`src/rtl/fifo_pkg.sv`:
```
// -----------------------------------------------------------------------------
// fifo_pkg
// Shared constants and helpers for the synchronous FIFO read-side logic.
//   SKID_DEPTH : entries in the reader's output register queue
//   OCC_W      : width of the queue occupancy count (0..SKID_DEPTH)
//   occ_t      : occupancy count type
//   beat_width : width needed to hold a burst beat index 0..len-1 (min 1)
// -----------------------------------------------------------------------------
package fifo_pkg;

    localparam int unsigned SKID_DEPTH = 3;
    localparam int unsigned OCC_W      = 2;

    typedef logic [OCC_W-1:0] occ_t;

    function automatic int unsigned beat_width(input int unsigned len);
        return (len > 1) ? $clog2(len) : 1;
    endfunction

endpackage

```
`src/rtl/fifo_skid_queue.sv`:
```
// -----------------------------------------------------------------------------
// fifo_skid_queue
// Small in-order register queue that absorbs words returning from the FIFO
// while the stream consumer is stalled. Entry 0 is always the head.
// Ports:
//   clk        in   1      clock, rising edge
//   rst        in   1      reset, synchronous, active-low
//   clear      in   1      drop all entries (contents left stale, occ -> 0)
//   push       in   1      append push_data at the tail
//   push_data  in   WIDTH  word to append
//   pop        in   1      remove the head entry
//   head       out  WIDTH  current head entry
//   occ        out  OCC_W  number of valid entries
// -----------------------------------------------------------------------------
module fifo_skid_queue
    import fifo_pkg::*;
#(
    parameter int unsigned WIDTH = 16
) (
    input  logic             clk,
    input  logic             rst,
    input  logic             clear,
    input  logic             push,
    input  logic [WIDTH-1:0] push_data,
    input  logic             pop,
    output logic [WIDTH-1:0] head,
    output occ_t             occ
);

    localparam occ_t FULL_OCC = OCC_W'(SKID_DEPTH);
    localparam occ_t ONE_OCC  = OCC_W'(1);

    logic [WIDTH-1:0] mem   [SKID_DEPTH];
    logic [WIDTH-1:0] mem_n [SKID_DEPTH];
    occ_t             occ_n;
    logic             pop_ok;
    logic             push_ok;

    // Pop is applied before push so a simultaneous push into a full queue
    // lands in the slot freed by the pop; occupancy is then unchanged.
    always_comb begin
        pop_ok  = pop && (occ != '0);
        push_ok = push && ((occ != FULL_OCC) || pop_ok);
        mem_n   = mem;
        occ_n   = occ;
        if (pop_ok) begin
            for (int unsigned i = 0; i < SKID_DEPTH - 1; i++) begin
                mem_n[i] = mem[i+1];
            end
            occ_n = occ - ONE_OCC;
        end
        if (push_ok) begin
            for (int unsigned i = 0; i < SKID_DEPTH; i++) begin
                if (OCC_W'(i) == occ_n) begin
                    mem_n[i] = push_data;
                end
            end
            occ_n = occ_n + ONE_OCC;
        end
    end

    always_ff @(posedge clk) begin
        if (!rst) begin
            for (int unsigned i = 0; i < SKID_DEPTH; i++) begin
                mem[i] <= '0;
            end
            occ <= '0;
        end else if (clear) begin
            occ <= '0;
        end else begin
            mem <= mem_n;
            occ <= occ_n;
        end
    end

    assign head = mem[0];

endmodule

```
`src/rtl/fifo_stream_reader.sv`:
```
// -----------------------------------------------------------------------------
// fifo_stream_reader
// Read-side controller for the synchronous FIFO. Issues pops on the FIFO read
// port, hides its one-cycle read latency behind a 3-entry register queue and
// presents the words on a valid/ready stream at up to one word per cycle.
// Burst boundaries are flagged with m_last; completed handshakes are counted.
// Ports:
//   clk         in   1      clock, rising edge
//   rst         in   1      reset, synchronous, active-low
//   flush       in   1      discard buffered and in-flight words, clear burst index
//   fifo_empty  in   1      FIFO empty flag
//   fifo_dout   in   WIDTH  FIFO read data, valid the cycle after an accepted rd_en
//   fifo_rd_en  out  1      FIFO pop request
//   m_valid     out  1      stream word valid
//   m_ready     in   1      stream consumer ready
//   m_data      out  WIDTH  stream word
//   m_last      out  1      last beat of the current burst
//   word_cnt    out  CNT_W  completed handshakes since reset (wraps)
// -----------------------------------------------------------------------------
module fifo_stream_reader
    import fifo_pkg::*;
#(
    parameter int unsigned WIDTH     = 16,
    parameter int unsigned BURST_LEN = 4,
    parameter int unsigned CNT_W     = 16
) (
    input  logic             clk,
    input  logic             rst,
    input  logic             flush,
    input  logic             fifo_empty,
    input  logic [WIDTH-1:0] fifo_dout,
    output logic             fifo_rd_en,
    output logic             m_valid,
    input  logic             m_ready,
    output logic [WIDTH-1:0] m_data,
    output logic             m_last,
    output logic [CNT_W-1:0] word_cnt
);

    localparam int unsigned      BEAT_W    = beat_width(BURST_LEN);
    localparam logic [BEAT_W-1:0] LAST_BEAT = BEAT_W'(BURST_LEN - 1);
    localparam logic [OCC_W:0]    DEPTH_C   = (OCC_W+1)'(SKID_DEPTH);

    occ_t              occ;
    logic              pending;
    logic [BEAT_W-1:0] beat;
    logic [OCC_W:0]    committed;
    logic              handshake;
    logic              capture;

    // Slots already spoken for: buffered words plus the read still in flight.
    // Only registered state feeds this, so m_ready never reaches fifo_rd_en.
    assign committed  = {1'b0, occ} + {{OCC_W{1'b0}}, pending};
    assign fifo_rd_en = rst & ~flush & ~fifo_empty & (committed < DEPTH_C);

    assign m_valid   = (occ != '0);
    assign handshake = m_valid & m_ready;
    assign m_last    = m_valid & (beat == LAST_BEAT);

    // A word returning during flush belongs to the discarded stream.
    assign capture = pending & ~flush;

    fifo_skid_queue #(
        .WIDTH (WIDTH)
    ) u_queue (
        .clk       (clk),
        .rst       (rst),
        .clear     (flush),
        .push      (capture),
        .push_data (fifo_dout),
        .pop       (handshake),
        .head      (m_data),
        .occ       (occ)
    );

    always_ff @(posedge clk) begin
        if (!rst) begin
            pending  <= 1'b0;
            beat     <= '0;
            word_cnt <= '0;
        end else begin
            pending <= fifo_rd_en;
            // A handshake in the flush cycle still completes and is counted.
            if (handshake) begin
                word_cnt <= word_cnt + CNT_W'(1);
            end
            if (flush) begin
                beat <= '0;
            end else if (handshake) begin
                beat <= (beat == LAST_BEAT) ? '0 : beat + BEAT_W'(1);
            end
        end
    end

endmodule
```
`config.mk`:
```
export PLATFORM = sky130hd
export DESIGN_NAME = fifo_stream_reader
export DESIGN_NICKNAME = d
export VERILOG_FILES = /design/src/rtl/fifo_pkg.sv /design/src/rtl/fifo_skid_queue.sv /design/src/rtl/fifo_stream_reader.sv
export SDC_FILE = /design/constraint.sdc
export NUM_CORES = 1
export LEC_CHECK = 0
export CAP_MARGIN = 10
export CORE_ASPECT_RATIO = 0.7
export CORE_UTILIZATION = 52
export CTS_BUF_LIST = sky130_fd_sc_hd__clkbuf_8
export DETAILED_ROUTE_END_ITERATION = 16
export PLACE_DENSITY = 0.88
export SLEW_MARGIN = 20
export SYNTH_ARGS = -nofsm -noshare
export SYNTH_HDL_FRONTEND = slang
export SYNTH_SLANG_ARGS = --single-unit
```
`constraint.sdc`:
```
create_clock -name clk -period 4.2 [get_ports clk]
set_input_delay 0.84 -clock clk [delete_from_list [all_inputs] [get_ports clk]]
set_output_delay 0.84 -clock clk [all_outputs]
set_load 0.02 [all_outputs]
```
After elaboration in Yosys (flattened, before gate mapping)
Cells that the tools add are included.

word-level totals
  bits in registers = 69
  input bits = 21
  output and inout bits = 35
  logic and storage cells = 41

operators by class
  add/sub/neg operators = 5
  magnitude comparators = 1
  equal/unequal tests = 4
  muxes and demuxes = 8
  bitwise logic cells = 9
  reductions and logical operators = 7

operator list
  cell                     number
  $mux W16                 3
  $mux W48                 1
  $mux W32                 1
  $add A16 B1 Y16 const B  1
  $and A1 B1 Y1            6
  $mux W2                  3
  $add A2 B1 Y2 const B    2
  $add A2 B1 Y3            1
  $lt A3 B2 Y1 const B     1
  $not A1 Y1               3
  $reduce_and A3 Y1        1
  $eq A1 B2 Y1 const A     1
  $eq A2 B2 Y1 const A     1
  $eq A2 B2 Y1 const B     1
  $logic_and A1 B1 Y1      2
  $logic_not A2 Y1         1
  $ne A2 B2 Y1 const B     1
  $reduce_bool A2 Y1       1
  $reduce_or A2 Y1         1
  $sub A2 B1 Y2 const B    1
  $logic_or A1 B1 Y1       1

Longest topological paths before layout
  word-level depth = 7
  mapped depth = 10
  mapped depth without buffers = 7

By module
A second synthesis with hierarchy kept.

second synthesis, totals
  cell total of the unflattened synthesis = 398
  area, all modules = 3577.2 um2

modules (own cells, without submodules)
  module              times used  cells an instance  area an instance (um2)  seq. area each (um2)
  fifo_skid_queue     1           298                2688.8                  1001.0
  fifo_stream_reader  1           100                888.4                   380.4

Worst setup path before layout
OpenSTA, ideal clock, no wires.

  path type = input to output
  start point = in rst
  end point = out fifo_rd_en
  arrival = 2.365 ns
  data required time = 3.360 ns
  path slack = 0.995 ns
  stages = 3
  buffers on the path = 1
  cell sequence = clkbuf_1 > nand2b_1 > a2111oi_0

between the ends
  word-level cells in the longest chain between the ends = 3

ends and longest elaborated chain
  item                         RTL line                  RTL
  from (decl)                  fifo_stream_reader.sv:28  input logic rst,
  $and A1 B1 Y1 (3 in series)  fifo_stream_reader.sv:54  assign fifo_rd_en = rst & ~flush & ~fifo_empty & (committed < DEPTH_C);
  to (decl)                    fifo_stream_reader.sv:32  output logic fifo_rd_en,

Every way passes these cells.

Worst setup path in the final report
  start point = in flush
  end point = out fifo_rd_en

between the ends
  word-level cells in the longest chain between the ends = 4

ends and longest elaborated chain
  item                         RTL line                  RTL
  from (decl)                  fifo_stream_reader.sv:29  input logic flush,
  $not A1 Y1 (no source line)  n/a
  $and A1 B1 Y1 (3 in series)  fifo_stream_reader.sv:54

Every way passes these cells.

==> run summary <==
Die width: 97.77 um
Core ar.: 0.006216 mm2
FF+latch count, synth: 69
FF-to-FF Start: u_queue.occ[0]
Pin count of the biggest net entering global routing: 47
Number of synthesized flops with an enable pin: 0
Most common cell on crit path: clkdlybuf4s50_1
Critical Path RT: 3.36 ns
Critical Path End Type: primary output
Boundary Pins: 56
H-tree level count: 3
Worst Tran Pin Value: 0.8176 ns
Fmax achieved: 288.6 MHz
Worst Path Max Fanout: 6
Cell Area, Synth: 0.003338 mm2
Layout cells sized above 1: 5.926%
Final hold violations: 0
First-pass GRT wire length: 12,370 um
Worst hold path startpoint: u_queue.mem[31]
Die ar.: 0.006749 mm2
Initial Util: 53.70%
Failing checks: design-rule violations
Hold Slack: 0.4792 ns
Ys async rst share: 0%
Mapped Cells: 370
Clock sinks: 69
WP data arrival: 2.62 ns
Slew Limit Headroom: 45.34%
Main synth FF type: dfxtp_1
Vias in the first global route: 2,636
Root Buffer: clkbuf_8
Routability cong.: 0.8315
Final Skew: 0.006616 ns
Crit-path slowest cell: clkdlybuf4s50_1
Worst Setup SP: flush
Clock latency on the worst-skew pair: 0.34 ns
Die height: 69.04 um
Nets@finish: 430
Via count: 2,708
Tcrit/Tclk final: 82.50%
DRC violations left: 6
Antenna Nets Post-Route: 0
Synth unique cells: 40
Bufs on Longest Clock Path: 2
Final min period: 3.465 ns
Crit path largest cell delay: 0.69 ns
Port Buffer Count: 55
Register area share after synthesis: 41.38%
HP Class: reg2reg
CTS tree: built
Final setup viols: 0
Antenna violations before repair: 0
Initial drt markers: 141
Gr ovfl total: 0
Row count: 24
Cells after DPL: 469
Pwr dens: 309.4 mW/mm2
ANT cells: 0
CP Cell Sequence: clkdlybuf4s50_1 -> nand2b_1 -> a2111oi_0 -> clkdlybuf4s50_1
Cts hold-fix bufs: 0
CP Launch Type: input pin
Total CTS buffers: 9
Syn. warnings: 0
Status: complete, but fails checks
Syn_area_per_cell: 9.022 um2
Max Cap Viol: 0
Final wirelength: 7409 um
Fillers: 504
Setup TNS: 0 ns
Final Non-Filler Cells: 483
GR Util All Layers: 23.17%
Pleak: 1.535 nW
Peak supply drop: 153.6 uV
Tot Pwr: 1.219 mW
Post CTS Setup Buffer Count: 0
Net count of the mapped netlist: 398
Max-slew violations: 0
Average wire per standard cell: 15.34 um
DR vias/cell: 5.607
Clock transition at path regs: 0.06 ns
Hpwl dp: 4808 um
Area growth syn-to-layout: 18.07%
RSZ-0062 raised after global routing: no
Iteration count of the initial detailed-routing pass: 11
Crit Path Class: in2out
Post-CTS sizing: 0
## area by class of cell
type                       instances  area, um2  share of cell area [%]
clock inverter                     3      15.01                  0.3810
inverter                           3      11.26                  0.2857
timing repair buffer              60      588.1                   14.92
tap                               78      97.59                   2.476
clock buffer                      11      151.4                   3.841
multi-input combinational        259       1697                   43.05
sequential                        69       1381                   35.05
## cell families after synthesis
family / share of synthesized area (%)
flip-flops: 41.38
XOR/XNOR: 5.022
buffers and inverters: 7.796
AND/OR/NAND/NOR: 21.89
multiplexers: 4.797
AO/OA/AOI/OAI: 16.49
adder cells (fa/ha/maj): 2.624
## layer usage
metal / up-vias / part of all wire, % / track usage [%]
li1: 1330 / - / -
met5: - / 0 / 0
met3: 11 / 7.2 / 9.331
met4: 0 / 1.2 / 7.407
met2: 89 / 47 / 36.72
met1: 1278 / 45 / 28.83
## worst paths after layout
kind	to	slack, ns	depth (start not counted)
setup reg to reg	u_queue.mem[20]	1.48	7
setup / recovery	fifo_rd_en	0.74	4
hold reg to reg	u_queue.mem[31]	0.48	2
hold / removal	u_queue.mem[31]	0.48	2
## metrics by stage
step | setup slack (ns) | util, % | area, um2
floorplan | 0.9948 | - | 3338
global placement | 0.7935 | 60.73 | 3775
detailed placement | 0.6911 | 60.73 | 3775
CTS | 0.7071 | 63.41 | 3941
global route | 0.6225 | 63.41 | 3941
finish | 0.7350 | 63.41 | 3941
## placed cells by master (no fill, tap or decap), drive strengths merged, types with 3 or more instances in the layout
cell and count:
dfxtp 69, clkdlybuf4s50 55, nor2 36, nand2 28, nor2b 21, a21oi 20, nor3 18, a21boi 17
mux2i 16, o21ai 16, and2 15, a221oi 15, xnor2 12, clkbuf 11, ha 7, nand3 6
inv 5, xor2 5, buf 5, and3 4, nand4 4, nand2b 3
## critical path: cells and delay by family
family                 cells  cell delay (ns)
buffers and inverters      2             1.19
AO/OA/AOI/OAI              1             0.38
AND/OR/NAND/NOR            1             0.21
## state kept, by name (all words and copies together) (netlist names)
register and count:
u_queue.mem 32, beat 2, u_queue.head 16, word_cnt 16
u_queue.occ 2, pending 1
## Yosys cell counts (3+ instances only)
master	number	area (um2)
nor3_1	18	90.09
buf_4	19	142.6
dfxtp_1	69	1381
xor2_1	5	43.79
a21boi_0	17	127.6
clkbuf_1	9	33.78
a221oi_1	15	131.4
o21ai_0	16	80.08
and3_1	4	25.02
a21oi_1	20	100.1
and2_1	15	93.84
buf_6	3	33.78
nand2_1	28	105.1
nand2b_1	3	18.77
nor2_1	36	135.1
ha_1	7	87.58
nand3_1	5	25.02
xnor2_1	11	96.34
inv_1	3	11.26
nand4_1	3	18.77
buf_2	7	35.03
nor2b_1	21	131.4
mux2i_1	16	160.2
## power by group
| part | total [mW] | switching [mW] | internal (mW) | leakage, nW |
|---|---|---|---|---|
| Clock | 0.468 | 0.232 | 0.236 | 0.0899 |
| Combinational | 0.0882 | 0.0477 | 0.0405 | 0.888 |
| Sequential | 0.663 | 0.00346 | 0.659 | 0.556 |
No activity file was read; power rests on OpenSTA's default activity.
